## config.mk

```make
export PLATFORM = sky130hd
export DESIGN_NAME = bcd_serial_adder
export DESIGN_NICKNAME = d
export VERILOG_FILES = /design/src/rtl/bcd_pkg.sv /design/src/rtl/bcd_digit_adder.sv /design/src/rtl/bcd_serial_adder.sv
export SDC_FILE = /design/constraint.sdc
export NUM_CORES = 1
export LEC_CHECK = 0
export ABC_AREA = 1
export CAP_MARGIN = 0
export CELL_PAD_IN_SITES_DETAIL_PLACEMENT = 1
export CELL_PAD_IN_SITES_GLOBAL_PLACEMENT = 1
export CORE_ASPECT_RATIO = 1.25
export CORE_MARGIN = 2
export CORE_UTILIZATION = 45
export CTS_CLUSTER_DIAMETER = 100
export DETAILED_ROUTE_END_ITERATION = 8
export DONT_BUFFER_PORTS = 1
export HOLD_SLACK_MARGIN = 0.06
export PLACE_DENSITY_LB_ADDON = 0.25
export SYNTH_ARGS = -nofsm -noshare
export SYNTH_HDL_FRONTEND = slang
export SYNTH_SLANG_ARGS = --single-unit
```

## constraint.sdc

```tcl
create_clock -name clk_i -period 3.7 [get_ports clk_i]
set_input_delay 0 -clock clk_i [delete_from_list [all_inputs] [get_ports clk_i]]
set_output_delay 0 -clock clk_i [all_outputs]
set_load 0.05 [all_outputs]
```

## src/rtl/bcd_pkg.sv

```systemverilog
// Shared BCD arithmetic constants and sequencer state encoding for the
// decimal datapath (adder and subtractor).
package bcd_pkg;

   localparam int BCD_W   = 4;
   localparam int BCD_MAX = 9;
   localparam int BCD_ADJ = 6;

   typedef enum logic [0:0] {
      S_IDLE = 1'b0,
      S_RUN  = 1'b1
   } state_t;

endpackage

```

## src/rtl/bcd_digit_adder.sv

```systemverilog
// Combinational single-digit BCD add with carry; companion of the
// single-digit BCD subtractor.
module bcd_digit_adder
   import bcd_pkg::*;
(
   input  logic [BCD_W-1:0] i_a,
   input  logic [BCD_W-1:0] i_b,
   input  logic             i_carry,
   output logic [BCD_W-1:0] o_digit,
   output logic             o_carry,
   output logic             o_invalid
);

   logic [BCD_W:0]   w_sum;
   logic [BCD_W-1:0] w_adj;

   assign w_sum = {1'b0, i_a} + {1'b0, i_b} + {{BCD_W{1'b0}}, i_carry};
   // Only the low nibble of s+6 is kept, so the adjust can be done 4 bits wide.
   assign w_adj = w_sum[BCD_W-1:0] + BCD_W'(BCD_ADJ);

   assign o_carry   = (w_sum > (BCD_W+1)'(BCD_MAX));
   assign o_digit   = o_carry ? w_adj : w_sum[BCD_W-1:0];
   assign o_invalid = (i_a > BCD_W'(BCD_MAX)) || (i_b > BCD_W'(BCD_MAX));

endmodule

```

## src/rtl/bcd_serial_adder.sv

```systemverilog
// Multi-digit BCD adder, one digit per clock LSD first, with the ripple
// carry held in a register and a start/busy/done handshake.
module bcd_serial_adder
   import bcd_pkg::*;
#(
   parameter int DIGITS = 4
)
(
   input  logic                    clk_i,
   input  logic                    rst_i,
   input  logic                    start_i,
   input  logic [BCD_W*DIGITS-1:0] a_i,
   input  logic [BCD_W*DIGITS-1:0] b_i,
   input  logic                    carry_i,
   output logic                    busy_o,
   output logic                    done_o,
   output logic [BCD_W*DIGITS-1:0] sum_o,
   output logic                    carry_o,
   output logic                    invalid_o
);

   localparam int W     = BCD_W * DIGITS;
   localparam int IDX_W = (DIGITS > 1) ? $clog2(DIGITS) : 1;

   state_t           r_state;
   logic [W-1:0]     r_a;
   logic [W-1:0]     r_b;
   logic [W-1:0]     r_sum;
   logic             r_carry;
   logic             r_inv;
   logic [IDX_W-1:0] r_idx;
   logic             r_busy;
   logic             r_done;
   logic [W-1:0]     r_sum_out;
   logic             r_carry_out;
   logic             r_inv_out;

   logic [BCD_W-1:0] w_a_dig;
   logic [BCD_W-1:0] w_b_dig;
   logic [BCD_W-1:0] w_digit;
   logic             w_cout;
   logic             w_dig_inv;
   logic             w_inv_acc;
   logic             w_last;
   logic [W-1:0]     w_sum_next;

   assign w_a_dig   = r_a[BCD_W*r_idx +: BCD_W];
   assign w_b_dig   = r_b[BCD_W*r_idx +: BCD_W];
   assign w_inv_acc = r_inv | w_dig_inv;
   assign w_last    = (r_idx == IDX_W'(DIGITS - 1));

   bcd_digit_adder u_digit (
      .i_a       (w_a_dig),
      .i_b       (w_b_dig),
      .i_carry   (r_carry),
      .o_digit   (w_digit),
      .o_carry   (w_cout),
      .o_invalid (w_dig_inv)
   );

   // Internal sum with the current digit merged in, so the completion edge
   // can publish the full result including the last digit.
   for (genvar gi = 0; gi < DIGITS; gi++) begin : g_sum
      assign w_sum_next[BCD_W*gi +: BCD_W] =
         (r_idx == IDX_W'(gi)) ? w_digit : r_sum[BCD_W*gi +: BCD_W];
   end

   always_ff @(posedge clk_i) begin
      if (rst_i) begin
         r_state     <= S_IDLE;
         r_a         <= '0;
         r_b         <= '0;
         r_sum       <= '0;
         r_carry     <= 1'b0;
         r_inv       <= 1'b0;
         r_idx       <= '0;
         r_busy      <= 1'b0;
         r_done      <= 1'b0;
         r_sum_out   <= '0;
         r_carry_out <= 1'b0;
         r_inv_out   <= 1'b0;
      end else begin
         r_done <= 1'b0;
         case (r_state)
            S_IDLE: begin
               if (start_i) begin
                  r_a     <= a_i;
                  r_b     <= b_i;
                  r_carry <= carry_i;
                  r_idx   <= '0;
                  r_inv   <= 1'b0;
                  r_busy  <= 1'b1;
                  r_state <= S_RUN;
               end
            end
            S_RUN: begin
               r_sum   <= w_sum_next;
               r_carry <= w_cout;
               r_inv   <= w_inv_acc;
               r_idx   <= r_idx + IDX_W'(1);
               if (w_last) begin
                  r_sum_out   <= w_sum_next;
                  r_carry_out <= w_cout;
                  r_inv_out   <= w_inv_acc;
                  r_done      <= 1'b1;
                  r_busy      <= 1'b0;
                  r_state     <= S_IDLE;
               end
            end
            default: r_state <= S_IDLE;
         endcase
      end
   end

   assign busy_o    = r_busy;
   assign done_o    = r_done;
   assign sum_o     = r_sum_out;
   assign carry_o   = r_carry_out;
   assign invalid_o = r_inv_out;

endmodule

```

# [Yosys cells after proc, flatten, opt, wreduce, memory -nomap -nowiden]
# Cells that the tools add are included.
[op_classes] add_sub_neg=4 multipliers=0 div_mod_pow=0 magnitude_cmp=3 n_eq_ne=5 n_shift=2 n_mux=18 bitwise=2 reduce_logical=6
[op_table] op="16-bit by 5-bit indexed part select with 4-bit output" n=2
[op_table] op="4-bit two-way mux" n=5
[op_table] op="4-bit greater-than comparator, second input constant" n=2
[op_table] op="1-bit one-hot mux with 2 select lines" n=4
[op_table] op="1-bit two-way mux" n=7
[op_table] op="2-bit AND reduction" n=3
[op_table] op="4-bit by 4-bit adder with 5-bit output" n=1
[op_table] op="5-bit by 1-bit adder with 5-bit output" n=1
[op_table] op="5-bit by 4-bit greater-than comparator with 1-bit output, second input constant" n=1
[op_table] op="4-bit by 3-bit adder with 4-bit output, second input constant" n=1
[op_table] op="2-bit == test, second input constant" n=2
[op_table] op="2-bit one-hot mux with 2 select lines" n=1
[op_table] op="2-bit by 1-bit adder with 2-bit output, second input constant" n=1
[op_table] op="2-bit by 1-bit == test with 1-bit output, second input constant" n=1
[op_table] op="2-bit logical NOT" n=1
[op_table] op="2-bit two-way mux" n=1
[op_table] op="2-bit by 1-bit != test with 1-bit output, second input constant" n=1
[op_table] op="2-bit != test, second input constant" n=1
[op_table] op="2-bit OR reduction" n=1
[op_table] op="1-bit logical OR" n=1
[op_table] op="1-bit NOT" n=1
[op_table] op="1-bit bitwise OR" n=1
[totals] reg_bits=73 latchBits=0 ram_bits=0 mem_bits_ro=0 in_bits=36 output_inout_bits=20 elab_cells=52 mem_count=0

# [Logic depth before layout (Yosys ltp)]
[logic_depth] word_depth=6 ltp_mapped=21 ltp_nobuf=20

# [Hierarchy]
# A second synthesis with hierarchy kept.
[hier_totals] hier_cells=496 hier_area_um2=3405.8
[by_module_without_submodules] module="bcd_serial_adder" n_inst=1 cells_per_inst=446 area_each_um2=3091.7 seq_area_each_um2=1461.4
[by_module_without_submodules] module="bcd_digit_adder" n_inst=1 cells_per_inst=50 area_each_um2=314.1 seq_area_each_um2=0.0

# [Worst setup path before layout]
# Ideal clock, no wire load.
[synth_timing] path_type="register -> register" from="reg r_idx[0]" to="reg r_sum[10]" setup_time_ns=0.109 arrival_time_ns=2.895 t_required_ns=3.591 setup_slack_ns=0.696 path_stages_with_launch=20 n_path_buf=2 period_less_slack_ns=3.004 path_cell_list="dfxtp_1 > buf_4 > inv_6 > buf_6 > o21ai_0 > o22ai_1 > fa_1 > fa_1 > inv_1 > ha_1 > inv_1 > nor2_1 > a21oi_4 > nand2_4 > nand2_4 > nand2_2 > nand3_1 > nand3_1 > nand2_1 > inv_1"
[synth_between] elab_chain_cells=6 elab_cells_between_ends=9 classes_between="add/sub: 3; order compare: 1; eq/ne: 1; shift: 2; mux: 2"
[synth_lines] element="from (decl)" line_no="bcd_serial_adder.sv:31" text="logic [IDX_W-1:0] r_idx;"
[synth_lines] element="from (signal assigned)" line_no="bcd_serial_adder.sv:100" text="r_idx <= r_idx + IDX_W'(1);"
[synth_lines] element="16-bit by 5-bit indexed part select with 4-bit output (on tied branches)" line_no="bcd_serial_adder.sv:47, bcd_serial_adder.sv:48"
[synth_lines] element="4-bit by 4-bit adder with 5-bit output" line_no="bcd_digit_adder.sv:17" text="assign w_sum = {1'b0, i_a} + {1'b0, i_b} + {{BCD_W{1'b0}}, i_carry};"
[synth_lines] element="5-bit by 1-bit adder with 5-bit output" line_no="bcd_digit_adder.sv:17"
[synth_lines] element="4-bit by 3-bit adder with 4-bit output / 5-bit by 4-bit greater-than comparator with 1-bit output (equally long branches)" line_no="bcd_digit_adder.sv:19, bcd_digit_adder.sv:21"
[synth_lines] element="4-bit two-way mux" line_no="bcd_digit_adder.sv:22" text="assign o_digit = o_carry ? w_adj : w_sum[BCD_W-1:0];"
[synth_lines] element="4-bit two-way mux (*)" line_no="bcd_serial_adder.sv:65" text="(r_idx == IDX_W'(gi)) ? w_digit : r_sum[BCD_W*gi +: BCD_W];"
[synth_lines] element="to (signal assigned)" line_no="bcd_serial_adder.sv:97" text="r_sum <= w_sum_next;"
[synth_lines] element="to (decl)" line_no="bcd_serial_adder.sv:28" text="logic [W-1:0] r_sum;"
# Mark *: on every way between the ends. The rest lies on a longest branch, timed or not.
# A chain may end at the register's enable or synchronous reset.

# [Worst setup path in the final report]
[layout_timing] from="reg r_idx[0]" to="reg r_carry"
[layout_between] elab_chain_cells=5 elab_cells_between_ends=6 classes_between="add/sub: 2; order compare: 1; shift: 2; mux: 1"
[layout_lines] element="16-bit by 5-bit indexed part select with 4-bit output (on tied branches)" line_no="bcd_serial_adder.sv:47, bcd_serial_adder.sv:48"
[layout_lines] element="4-bit by 4-bit adder with 5-bit output (*)" line_no="bcd_digit_adder.sv:17"
[layout_lines] element="5-bit by 1-bit adder with 5-bit output (*)" line_no="bcd_digit_adder.sv:17"
[layout_lines] element="5-bit by 4-bit greater-than comparator with 1-bit output (*)" line_no="bcd_digit_adder.sv:21" text="assign o_carry = (w_sum > (BCD_W+1)'(BCD_MAX));"
[layout_lines] element="1-bit one-hot mux with 2 select lines (*)" line_no="bcd_serial_adder.sv:84" text="case (r_state)"
[layout_lines] element="to (signal assigned)" line_no="bcd_serial_adder.sv:89" text="r_carry <= carry_i;"
[layout_lines] element="to (signal assigned)" line_no="bcd_serial_adder.sv:98" text="r_carry <= w_cout;"
[layout_lines] element="to (decl)" line_no="bcd_serial_adder.sv:29" text="logic r_carry;"
# Marked as above.

==> results.txt <==
----------------------------------------------------
[Outcome]
  Status ... finished, final reports clean

[Setup path]
  Largest driver fanout on the critical path ... 9
  Nature of the critical path startpoint ... flip-flop
  Worst reg2reg endpoint ... r_carry
  Arr. time, crit path ... 3.68 ns
  Reg-to-reg startpoint ... r_idx[0]
  Worst r2r path cells ... 15
  Internal reg-to-reg setup slack ... 0.31 ns
  Endpoint kind of the worst setup timing path ... flip-flop
  Worst EP required ... 4.00 ns
  Crit path from ... r_idx[0]
  Critical path start-end classification ... reg -> reg

[Cells and area]
  Nets@finish ... 528
  Proportion of layout cells with a drive suffix above 1 ... roughly 10%
  Storage element area ... 1380 um^2
  Diode count ... 0
  Post-layout util ... 55.7%
  Synth-to-layout area growth ... 20.2%
  Finished Cell Area ... about 3900 um^2
  Area of combinational cells with multiple inputs ... about 1600 um^2
  Post-layout instance count excluding filler cells ... around 580
  Fillers ... around 900

[Place]
  Placed Area ... 3290 um^2
  Placed wire-length estimate ... 5850 um
  Placed Instances ... 524
  Count of input and output buffers ... 0
  Last weighted congestion value of the routability-driven placer ... between 0.7 and 0.8

[Pwr]
  Share of power burned in combinational logic ... between 20% and 30%
  Clock network fraction of design power ... 34.2%
  Pint ... 1400 uW
  Leak ... 0.00181 uW
  Switching Power ... around 670 uW
  Maximum vdd drop ... 0.353 mV
  Switching Share ... about 32%
  Pwr dens ... 533 nW/um^2
  Sequential group share of total power ... around two fifths
  Overall power of the completed layout ... 2070 uW

[Routing]
  Total iterations of the first detailed-routing run ... 4
  Drt drc ... 0
  Routed wire per std cell ... between 15 and 20 um
  Total detailed-routing wirelength ... 9050 um
  Via count ... 3009
  Avg Vias per Cell ... 5.21
  Routed Antenna Nets ... 0
  Initial drt markers ... around 150

[Yosys]
  Top cells by area in the synthesized netlist ... sky130_fd_sc_hd__dfxtp_1 43%, sky130_fd_sc_hd__nand2_1 10%, sky130_fd_sc_hd__nor2_1 9.4%, sky130_fd_sc_hd__o21ai_0 5.6%, sky130_fd_sc_hd__nand3_1 5.0%
  Most instantiated flip-flop cell in the synthesis netlist ... sky130_fd_sc_hd__dfxtp_1
  Number of enable-type register cells in the synthesized netlist ... 0
  Gate count of the mapped netlist ... 449
  Post-Syn Area ... roughly 3200 um^2
  Post-synthesis async set-or-reset flop share ... 0%
  Number of register bits inferred by synthesis ... 69
  Total number of yosys warnings ... 0
  Register area share after synthesis ... 42.7%
  Syn_area_per_cell ... 7.20 um^2
  Post-synthesis cell type count ... 30
  Net Count, Synth ... 495
  Cell type with the largest total area after synthesis ... sky130_fd_sc_hd__dfxtp_1
  Share of the synthesized area in the top cell type ... 42.7%

[GRT]
  Congestion Overflow GR ... 0
  Routing usage on met1 ... 28.3%
  Number of antenna violations at the first check in global routing ... 0
  Global-route total usage across every layer ... 25.0%
  Number of global-route vias before repair ... 3273
  Maximum number of pins on one net before global-route repair ... 38
  Met2 track utilization from global routing ... 44.8%
  Grt met3 use ... 4.12%
  Routing layer with the top usage in global route ... met2
  First-pass GRT wire length ... 15300 um

[Clock network]
  Clock tree sinks ... 69
  Clock buffer depth ... 2
  Reg clk slew, reported paths ... 0.08 ns
  TritonCTS clock tree ... built
  H-tree levels ... 3
  Insertion delay to the later sink of the worst-skew pair ... 0.35 ns
  Clock buffer count from CTS ... 9
  Root buffer selected by CTS ... sky130_fd_sc_hd__clkbuf_8

[Timing]
  Remaining max-slew budget at the tightest pin ... 37.1%
  Minimum period implied by the final worst setup slack ... around 3.4 ns
  Final Hold Fails ... 0
  Final period utilization ... between 90% and 100%
  Setup TNS Final ... 0 ns
  Achievable Freq ... 0.295 GHz
  Worst-margin pin slew ... between 0.9 and 1 ns
  Unrepaired setup endpoints after global routing ... false
  Final setup skew ... around 0.009 ns
  Final Slew Violations ... 0
  Count of endpoints failing setup in the final report ... 0

[Floorplanning]
  Core region area ... 6980 um^2
  Ports placed on the boundary ... 56
  Die width ... between 70 and 80 um
  Number of placement rows ... 34
  Die height ... about 100 um
  Die Outline Area ... ~8000 um^2
  Starting Density ... between 40 and 50%

[Worst hold path]
  Worst hold path class ... in -> reg
  Worst Hold Path Cells ... 5
  Worst Hold Launch ... start_i
  Worst hold path endpoint ... busy_o

[Job]
  Maxcap violations ... 0

----------------------------------------------------
## critical path, stage by stage, from the launching register on
cell                            delay [ns]
sky130_fd_sc_hd__dfxtp_2              0.36
sky130_fd_sc_hd__buf_4                0.17
sky130_fd_sc_hd__o21ai_0              0.15
sky130_fd_sc_hd__o22ai_1              0.12
sky130_fd_sc_hd__fa_2                 0.40
sky130_fd_sc_hd__fa_1                 0.59
sky130_fd_sc_hd__inv_1                0.11
sky130_fd_sc_hd__ha_1                 0.20
sky130_fd_sc_hd__inv_1                0.07
sky130_fd_sc_hd__nor2_1               0.06
sky130_fd_sc_hd__a21oi_4              0.14
sky130_fd_sc_hd__nand2_4              0.10
sky130_fd_sc_hd__nand2_4              0.12
sky130_fd_sc_hd__nand2_1              0.08
sky130_fd_sc_hd__a31oi_1              0.12
sky130_fd_sc_hd__dlygate4sd3_1        0.56
## cells by family (layout without fill, tap and decap cells)
group,Yosys count,in the layout,synth area share [%]
simple gates,221,221,29.4
compound gates,84,84,15.1
flops,69,69,42.7
buf+inv,65,103,8.47
fa+ha+maj,10,10,4.33
## what timing repair did
item                                    in CTS  in global routing
endpoints found under the setup margin       0                  1
hold buffers                                37                  0
gates resized for setup                      0                  2
hold endpoints to repair                    61                  0
setup buffers                                0                  0
## power by group through the flow
stage	clock network, uW	registers, uW	logic (uW)
after floorplan	0	828	403
after global placement	0	837	479
after detailed placement	0	838	495
after CTS	715	822	534
after global routing	748	827	607
final	708	823	539
## state kept, by name (all words and copies together), names as in the netlist, 2 cells and up
signal	flops
sum_o	16
r_b	16
r_a	16
r_sum	12
r_idx	2
## Yosys cell counts (2+ instances only)
cell and instances:
sky130_fd_sc_hd__nand2_1 89, sky130_fd_sc_hd__nor2_1 81, sky130_fd_sc_hd__dfxtp_1 69, sky130_fd_sc_hd__inv_1 40, sky130_fd_sc_hd__o21ai_0 36, sky130_fd_sc_hd__nand3_1 32, sky130_fd_sc_hd__o21ai_1 19, sky130_fd_sc_hd__a21oi_1 14
sky130_fd_sc_hd__clkbuf_1 12, sky130_fd_sc_hd__ha_1 8, sky130_fd_sc_hd__buf_2 5, sky130_fd_sc_hd__nand2_2 5, sky130_fd_sc_hd__a22o_1 4, sky130_fd_sc_hd__nand3_2 4, sky130_fd_sc_hd__buf_4 3, sky130_fd_sc_hd__inv_2 3
sky130_fd_sc_hd__nand2_4 3, sky130_fd_sc_hd__or2_2 3, sky130_fd_sc_hd__a21oi_4 2, sky130_fd_sc_hd__fa_1 2, sky130_fd_sc_hd__nand3b_1 2, sky130_fd_sc_hd__nor2_2 2, sky130_fd_sc_hd__o211ai_1 2, sky130_fd_sc_hd__o22ai_1 2
sky130_fd_sc_hd__o22ai_2 2
## cell type report
type,count,share of cell area (%)
inverters,44,4.38
well taps,90,2.90
flip-flops and latches,69,35.6
repair buffers,43,10.7
clock inverters,4,1.80
multi-input cells,315,40.7
clock buffers,12,3.99
## worst max-delay path by stage
stage / to / slack, ns / cells after the start
2_1_floorplan: r_sum[10] / 0.70 / 19
3_3_place_gp: r_sum[10] / 0.64 / 17
3_5_place_dp: r_sum[5] / 0.49 / 18
4_1_cts: r_carry / 0.16 / 16
5_1_grt: r_carry / 0.07 / 16
6_report: r_carry / 0.31 / 15
## routing by layer
layer / up-vias / part of all wire, %
met5: - / 0
met4: 0 / 2.7
met3: 18 / 2.9
met2: 57 / 52
met1: 1426 / 42
li1: 1508 / -
## per-stage QoR
step | worst slack [ns] | hold WS, ns
6_report | 0.313 | 0.177
5_1_grt | 0.0687 | 0.225
4_1_cts | 0.164 | 0.161
3_3_place_gp | 0.642 | 0.0743
2_1_floorplan | 0.696 | 0.135
3_5_place_dp | 0.492 | 0.0763
## placed cells by master (no fill, tap or decap), drive strengths merged
master | synthesis | layout
a211oi | 1 | 1
clkbuf | 12 | 12
or2 | 3 | 3
dlygate4sd3 | 0 | 37
bufinv | 0 | 2
o22ai | 4 | 4
o211ai | 2 | 2
dfxtp | 69 | 69
nor2 | 83 | 83
clkinv | 0 | 2
fa | 2 | 2
buf | 9 | 6
inv | 44 | 44
ha | 8 | 8
nand2 | 97 | 97
a22o | 4 | 4
o21ai | 55 | 55
nand3 | 36 | 36
a21oi | 17 | 17
nand3b | 2 | 2
a31oi | 1 | 1
(Power assumes the default switching activity.)
